[src/rtl/alu_pipe.sv]
// alu_pipe: buffered integer ALU. Issued ops wait in an in-order FIFO, execute
// one per cycle (RV32I ALU/compare, RV32M multiply) or on an iterative
// restoring divider, and each result is held on the CDB until it is granted.
module alu_pipe #(
    parameter int XLEN  = 32,
    parameter int ROB_W = 5,
    parameter int DEPTH = 4
) (
    input  logic                     clk_in,
    input  logic                     rst_in,
    input  logic                     rdy_in,
    input  logic                     _clear,
    input  logic                     _alu_valid,
    input  logic [ROB_W-1:0]         _alu_rob_id,
    input  logic [4:0]               _alu_op,
    input  logic [XLEN-1:0]          _alu_v1,
    input  logic [XLEN-1:0]          _alu_v2,
    output logic                     _alu_full,
    output logic [$clog2(DEPTH):0]   _alu_count,
    output logic                     _cdb_valid,
    output logic [ROB_W-1:0]         _cdb_rob_id,
    output logic [XLEN-1:0]          _cdb_value,
    input  logic                     _cdb_grant
);

    localparam int PTR_W = $clog2(DEPTH);
    localparam int CNT_W = PTR_W + 1;
    localparam int SH_W  = $clog2(XLEN);
    localparam int DC_W  = $clog2(XLEN) + 1;
    localparam int ENT_W = ROB_W + 5 + 2 * XLEN;

    typedef enum logic [1:0] {IDLE = 2'd0, DIV_BUSY = 2'd1, DIV_DONE = 2'd2} div_state_e;

    logic [ENT_W-1:0] fifo_q [DEPTH];
    logic [ENT_W-1:0] fifo_d [DEPTH];
    logic [PTR_W-1:0] wr_ptr_q, wr_ptr_d, rd_ptr_q, rd_ptr_d;
    logic [CNT_W-1:0] count_q, count_d;
    logic             full_q, full_d;
    logic             cdb_valid_q, cdb_valid_d;
    logic [ROB_W-1:0] cdb_rob_q, cdb_rob_d;
    logic [XLEN-1:0]  cdb_value_q, cdb_value_d;
    div_state_e       div_state_q, div_state_d;
    logic [DC_W-1:0]  div_cnt_q, div_cnt_d;
    logic [XLEN-1:0]  div_quo_q, div_quo_d, div_rem_q, div_rem_d, div_dvs_q, div_dvs_d;
    logic             div_neg_q_q, div_neg_q_d, div_neg_r_q, div_neg_r_d;
    logic             div_is_rem_q, div_is_rem_d;
    logic [ROB_W-1:0] div_rob_q, div_rob_d;

    logic [ROB_W-1:0]  h_rob;
    logic [4:0]        h_op;
    logic [XLEN-1:0]   h_v1, h_v2;
    logic [XLEN-1:0]   alu_res, div_q_fin, div_r_fin;
    logic [2*XLEN-1:0] mul_a, mul_b, mul_p;
    logic [XLEN:0]     rem_sh;
    logic              h_is_div, h_div_signed, h_div_zero, h_div_ovf, h_special;
    logic              enq, deq, out_free, rem_ge;

    assign {h_rob, h_op, h_v1, h_v2} = fifo_q[rd_ptr_q];

    assign h_is_div     = (h_op[4:2] == 3'b101);
    assign h_div_signed = !h_op[0];
    assign h_div_zero   = (h_v2 == '0);
    assign h_div_ovf    = h_div_signed && (h_v1 == {1'b1, {(XLEN-1){1'b0}}}) && (h_v2 == '1);
    assign h_special    = h_div_zero || h_div_ovf;

    assign rem_sh    = {div_rem_q, div_quo_q[XLEN-1]};
    assign rem_ge    = (rem_sh >= {1'b0, div_dvs_q});
    assign div_q_fin = div_neg_q_q ? -div_quo_q : div_quo_q;
    assign div_r_fin = div_neg_r_q ? -div_rem_q : div_rem_q;

    // Single-cycle result for the FIFO head, including divide special cases.
    always_comb begin
        alu_res = '0;
        mul_a   = {{XLEN{(h_op == 5'd17 || h_op == 5'd18) && h_v1[XLEN-1]}}, h_v1};
        mul_b   = {{XLEN{(h_op == 5'd17) && h_v2[XLEN-1]}}, h_v2};
        mul_p   = mul_a * mul_b;
        case (h_op)
            5'd0:  alu_res = h_v1 + h_v2;
            5'd1:  alu_res = h_v1 - h_v2;
            5'd2:  alu_res = h_v1 & h_v2;
            5'd3:  alu_res = h_v1 | h_v2;
            5'd4:  alu_res = h_v1 ^ h_v2;
            5'd5:  alu_res = h_v1 << h_v2[SH_W-1:0];
            5'd6:  alu_res = h_v1 >> h_v2[SH_W-1:0];
            5'd7:  alu_res = $signed(h_v1) >>> h_v2[SH_W-1:0];
            5'd8, 5'd12: alu_res[0] = $signed(h_v1) < $signed(h_v2);
            5'd9, 5'd14: alu_res[0] = h_v1 < h_v2;
            5'd10: alu_res[0] = h_v1 == h_v2;
            5'd11: alu_res[0] = h_v1 != h_v2;
            5'd13: alu_res[0] = $signed(h_v1) >= $signed(h_v2);
            5'd15: alu_res[0] = h_v1 >= h_v2;
            5'd16: alu_res = mul_p[XLEN-1:0];
            5'd17, 5'd18, 5'd19: alu_res = mul_p[2*XLEN-1:XLEN];
            5'd20, 5'd21: alu_res = h_div_zero ? '1 : h_v1;
            5'd22, 5'd23: alu_res = h_div_zero ? h_v1 : '0;
            default: alu_res = '0;
        endcase
    end

    // Next-state for FIFO, output register and divider FSM; everything holds while rdy_in is low.
    always_comb begin
        fifo_d       = fifo_q;
        wr_ptr_d     = wr_ptr_q;
        rd_ptr_d     = rd_ptr_q;
        count_d      = count_q;
        full_d       = full_q;
        cdb_valid_d  = cdb_valid_q;
        cdb_rob_d    = cdb_rob_q;
        cdb_value_d  = cdb_value_q;
        div_state_d  = div_state_q;
        div_cnt_d    = div_cnt_q;
        div_quo_d    = div_quo_q;
        div_rem_d    = div_rem_q;
        div_dvs_d    = div_dvs_q;
        div_neg_q_d  = div_neg_q_q;
        div_neg_r_d  = div_neg_r_q;
        div_is_rem_d = div_is_rem_q;
        div_rob_d    = div_rob_q;
        enq          = 1'b0;
        deq          = 1'b0;
        out_free     = !cdb_valid_q || _cdb_grant;
        if (rdy_in) begin
            if (cdb_valid_q && _cdb_grant) cdb_valid_d = 1'b0;
            case (div_state_q)
                IDLE: begin
                    if (count_q != '0) begin
                        if (h_is_div && !h_special) begin
                            deq          = 1'b1;
                            div_state_d  = DIV_BUSY;
                            div_cnt_d    = DC_W'(XLEN);
                            div_quo_d    = (h_div_signed && h_v1[XLEN-1]) ? -h_v1 : h_v1;
                            div_dvs_d    = (h_div_signed && h_v2[XLEN-1]) ? -h_v2 : h_v2;
                            div_rem_d    = '0;
                            div_neg_q_d  = h_div_signed && (h_v1[XLEN-1] ^ h_v2[XLEN-1]);
                            div_neg_r_d  = h_div_signed && h_v1[XLEN-1];
                            div_is_rem_d = h_op[1];
                            div_rob_d    = h_rob;
                        end else if (out_free) begin
                            deq         = 1'b1;
                            cdb_valid_d = 1'b1;
                            cdb_rob_d   = h_rob;
                            cdb_value_d = alu_res;
                        end
                    end
                end
                DIV_BUSY: begin
                    div_quo_d = {div_quo_q[XLEN-2:0], rem_ge};
                    div_rem_d = rem_ge ? XLEN'(rem_sh - {1'b0, div_dvs_q}) : rem_sh[XLEN-1:0];
                    div_cnt_d = div_cnt_q - 1'b1;
                    if (div_cnt_q == DC_W'(1)) div_state_d = DIV_DONE;
                end
                DIV_DONE: begin
                    if (out_free) begin
                        cdb_valid_d = 1'b1;
                        cdb_rob_d   = div_rob_q;
                        cdb_value_d = div_is_rem_q ? div_r_fin : div_q_fin;
                        div_state_d = IDLE;
                    end
                end
                default: div_state_d = IDLE;
            endcase
            enq = _alu_valid && !full_q;
            if (enq) begin
                fifo_d[wr_ptr_q] = {_alu_rob_id, _alu_op, _alu_v1, _alu_v2};
                wr_ptr_d         = wr_ptr_q + 1'b1;
            end
            if (deq) rd_ptr_d = rd_ptr_q + 1'b1;
            if (enq && !deq)      count_d = count_q + 1'b1;
            else if (!enq && deq) count_d = count_q - 1'b1;
            full_d = (count_d == CNT_W'(DEPTH));
        end
    end

    // Control and datapath registers; reset clears everything, flush clears queue, divider and valid.
    always_ff @(posedge clk_in) begin
        if (rst_in) begin
            wr_ptr_q     <= '0;
            rd_ptr_q     <= '0;
            count_q      <= '0;
            full_q       <= 1'b0;
            cdb_valid_q  <= 1'b0;
            cdb_rob_q    <= '0;
            cdb_value_q  <= '0;
            div_state_q  <= IDLE;
            div_cnt_q    <= '0;
            div_quo_q    <= '0;
            div_rem_q    <= '0;
            div_dvs_q    <= '0;
            div_neg_q_q  <= 1'b0;
            div_neg_r_q  <= 1'b0;
            div_is_rem_q <= 1'b0;
            div_rob_q    <= '0;
        end else if (_clear) begin
            wr_ptr_q    <= '0;
            rd_ptr_q    <= '0;
            count_q     <= '0;
            full_q      <= 1'b0;
            cdb_valid_q <= 1'b0;
            div_state_q <= IDLE;
            div_cnt_q   <= '0;
        end else begin
            wr_ptr_q     <= wr_ptr_d;
            rd_ptr_q     <= rd_ptr_d;
            count_q      <= count_d;
            full_q       <= full_d;
            cdb_valid_q  <= cdb_valid_d;
            cdb_rob_q    <= cdb_rob_d;
            cdb_value_q  <= cdb_value_d;
            div_state_q  <= div_state_d;
            div_cnt_q    <= div_cnt_d;
            div_quo_q    <= div_quo_d;
            div_rem_q    <= div_rem_d;
            div_dvs_q    <= div_dvs_d;
            div_neg_q_q  <= div_neg_q_d;
            div_neg_r_q  <= div_neg_r_d;
            div_is_rem_q <= div_is_rem_d;
            div_rob_q    <= div_rob_d;
        end
    end

    // FIFO storage; entries are only meaningful between the pointers, so no reset is needed.
    always_ff @(posedge clk_in) begin
        fifo_q <= fifo_d;
    end

    assign _alu_full   = full_q;
    assign _alu_count  = count_q;
    assign _cdb_valid  = cdb_valid_q;
    assign _cdb_rob_id = cdb_rob_q;
    assign _cdb_value  = cdb_value_q;

endmodule

[config.mk]
export PLATFORM = sky130hd
export DESIGN_NAME = alu_pipe
export DESIGN_NICKNAME = d
export VERILOG_FILES = /design/src/rtl/alu_pipe.sv
export SDC_FILE = /design/constraint.sdc
export NUM_CORES = 2
export LEC_CHECK = 0
export CAP_MARGIN = 40
export CORE_UTILIZATION = 30
export CTS_BUF_LIST = sky130_fd_sc_hd__clkbuf_16
export CTS_CLUSTER_DIAMETER = 80
export DETAILED_ROUTE_END_ITERATION = 8
export PLACE_DENSITY_LB_ADDON = 0.15
export SYNTH_ARGS = -nofsm -noshare
export SYNTH_HDL_FRONTEND = slang
export SYNTH_SLANG_ARGS = --single-unit
[constraint.sdc]
create_clock -name clk_in -period 23.4 [get_ports clk_in]
set_input_delay 3.51 -clock clk_in [delete_from_list [all_inputs] [get_ports clk_in]]
set_output_delay 3.51 -clock clk_in [all_outputs]
set_load 0.01 [all_outputs]
==> reports/metrics.yaml <==
cts_resized: 0
antenna_found_initial: 25
wl_per_cell_um: 29.97
drv_slew: 0
tns_ns: 0
clk_pin_slew_ns: 0.07
critPathArrivalTime_ns: 12.96
vias: 57660
period_share_pct: 53.28
max-slew-margin-rel_pct: 28.92
fmax_ghz: 0.08021
required_ns: 23.89
wl_mm: 321.4
whs_path_depth: 2
synth_warnings: 0
cp_max_fo: 91
design_area_um2: 75650
synth_top_family_by_area: "adder cells"
dpl_cell_area_um2: 74190
gp_congestion: 1.023
maxCapViolCount: 0
grt_remaining_overflow: 0
synth_cells: 7754
synth_area_per_cell_um2: 8.918
r2r_cells: 31
layout-drive-gt1-share_pct: 6.525
first_pass_iters: 7
dieArea_um2: 232400
clk_latency_ns: 0.64
drc: 0
grt_max_degree: 92
htree_num_levels: 2
synthSimpleGateAreaFrac_pct: 13.81
cts_root_buffer: "clkbuf_16"
rsz0062_at_grt: "false"
cpMaxStageDelayCell: "mux4_2"
synth_fa_ha_area_share_pct: 39.08
finalClockSkew_ns: 0.04398
holdWs_ns: 0.4566
synth.cell_area_um2: 69150
slowest_delay_ns: 0.87
fin_nets: 9241
outcome: "completed"
synth_cell_types: 100
path_common_cell: "fa_1"
area_growth_pct: 9.400
die_y_um: 482.1
hold_path_class: "reg2reg"
die_w_um: 482.1
cts_inserted_buffers: 46
cts_setup_buffers: 0
cp-end-kind: "flip-flop"
synth_compound_area_share_pct: 11.95
synth-seq-cells: 454
async_reset_ff_share_pct: 0
fin_crit_ns: 12.47
clockBufferDepth: 3
synth_mux_area_share_pct: 4.489
worstMarginPinSlew_ns: 1.063
core_area_um2: 228200
ant_nets: 0
synth_fp_nets: 9317
setup_viol: 0
port_buffers: 121
ioPinCount: 122
hold_violations: 0
via_per_inst: 5.377
floorplan.initialDensity_pct: 30.31
synthFlopType: "edfxtp_1"
synth_edf_count: 296
tritoncts: "done"
rows: 175
seq_area_frac_synth_pct: 17.43
dp_hpwl_mm: 250.3
cp-start-kind: "flip-flop"
grt_usage_pct: 27.59
synth_xor_area_share_pct: 2.824
grt_pass1_vias: 58370
drt_iter0_drc: 5650
critPathKind: "reg2reg"
cts.sinks: 454
postCtsHoldBufs: 0
grt_pass1_wl_mm: 453.7
final cells by class:
| type | count | area (um^2) |
|---|---|---|
| Timing Repair Buffer | 361 | 3207 |
| Tap cell | 3009 | 3765 |
| Sequential cell | 454 | 12060 |
| Antenna cell | 5 | 12.51 |
| Clock inverter | 32 | 242.7 |
| Inverter | 1363 | 5117 |
| Fill cell | 24030 | 152500 |
| Multi-Input combinational cell | 5452 | 50070 |
| Clock buffer | 47 | 1176 |
logic make-up (layout without fill, tap and decap cells):
group                      Yosys count  in the layout
adders and majority gates         1483           1483
buffers and inverters             1848           1803
DFF                                454            454
xor gates and xnor gates           223            223
muxes                              255            255
other                                0              5
and+or+nand+nor                   2238           2238
AOI/OAI and AO/OA                 1253           1253
layer usage:
| metal | track usage (%) | part of all wire [%] | vias up |
|---|---|---|---|
| met1 | 38.52 | 44 | 29990 |
| met2 | 41.93 | 43 | 2284 |
| met5 | 0 | 0.041 | - |
| met3 | 4.719 | 7.4 | 524 |
| met4 | 11.72 | 5.2 | 20 |
| li1 | - | - | 24850 |
critical path: cells and delay by family, from the launching register on:
family	cells	cell delay, ns
buffers and inverters	7	1.85
muxes	1	0.87
DFF	1	0.67
AOI/OAI and AO/OA	7	1.86
xor gates and xnor gates	1	0.26
adders and majority gates	9	4.53
and+or+nand+nor	6	2.20
final timing paths:
kind                               startpoint        endpoint  slack (ns)
worst min-delay path            div_dvs_q[15]   div_dvs_q[15]        0.46
worst max register to register    rd_ptr_q[0]  _cdb_value[27]       10.93
worst max-delay path              rd_ptr_q[0]  _cdb_value[27]       10.93
worst min register to register  div_dvs_q[15]   div_dvs_q[15]        0.46
placed cells by master (no fill, tap or decap), types with 21 or more instances in the layout:
cell type,n
o22ai_1,25
and3_1,29
nor2b_1,21
nand2b_1,40
xor2_1,73
nand4_1,45
or3_1,30
mux4_2,38
nand2_1,1097
ha_1,355
a31oi_1,36
a221oi_1,41
mux2i_1,159
clkdlybuf4s50_1,120
o211ai_1,64
a211oi_1,108
a22oi_1,27
mux2_2,43
inv_1,1346
a21o_1,71
edfxtp_1,296
or4_1,21
nor4_1,33
dfxtp_1,155
xnor2_1,150
fa_1,1128
buf_4,207
nor2_1,665
nor3_1,68
o21ai_0,243
a21oi_1,324
o31ai_1,38
clkbuf_16,47
nand3_1,91
flip-flops by register name, indices dropped and copies added (netlist names), 5 cells and up:
name and cells:
_cdb_value 32, div_dvs_q 32, div_rem_q 32, div_cnt_q 6, _cdb_rob_id 5, fifo_q 296, div_rob_q 5, div_quo_q 32
Yosys cell counts, types with 38 or more instances:
cell type,number,area share (%)
dfxtp_1,158,4.6
mux4_2,38,1.2
buf_2,64,0.46
a211oi_1,108,1.2
o31ai_1,38,0.41
a221oi_1,41,0.52
buf_1,97,0.53
mux2i_1,159,2.3
o21ai_0,254,1.8
a21oi_1,324,2.3
a21o_1,71,0.77
inv_1,1340,7.3
edfxtp_1,296,13
fa_1,1128,33
nand4_1,45,0.41
nand2_1,1097,6.0
mux2_2,45,0.73
xnor2_1,150,1.9
clkbuf_1,297,1.6
nor3_1,71,0.51
nand3_1,91,0.66
nand2b_1,41,0.37
ha_1,355,6.4
xor2_1,73,0.92
nor2_1,671,3.6
o211ai_1,64,0.69
per-stage QoR:
step | cells | utilization (%) | setup WS [ns]
after floorplan | 7754 | - | 12.97
after detailed placement | 10640 | 32.52 | 10.88
after CTS | 10720 | 33.14 | 10.83
after global placement | 10600 | 32.34 | 11.03
final | 10720 | 33.16 | 10.93
after global routing | 10720 | 33.15 | 10.30
Power is not shown: default switching activity piles up to over one toggle a cycle in this logic, so the estimate is an artifact.
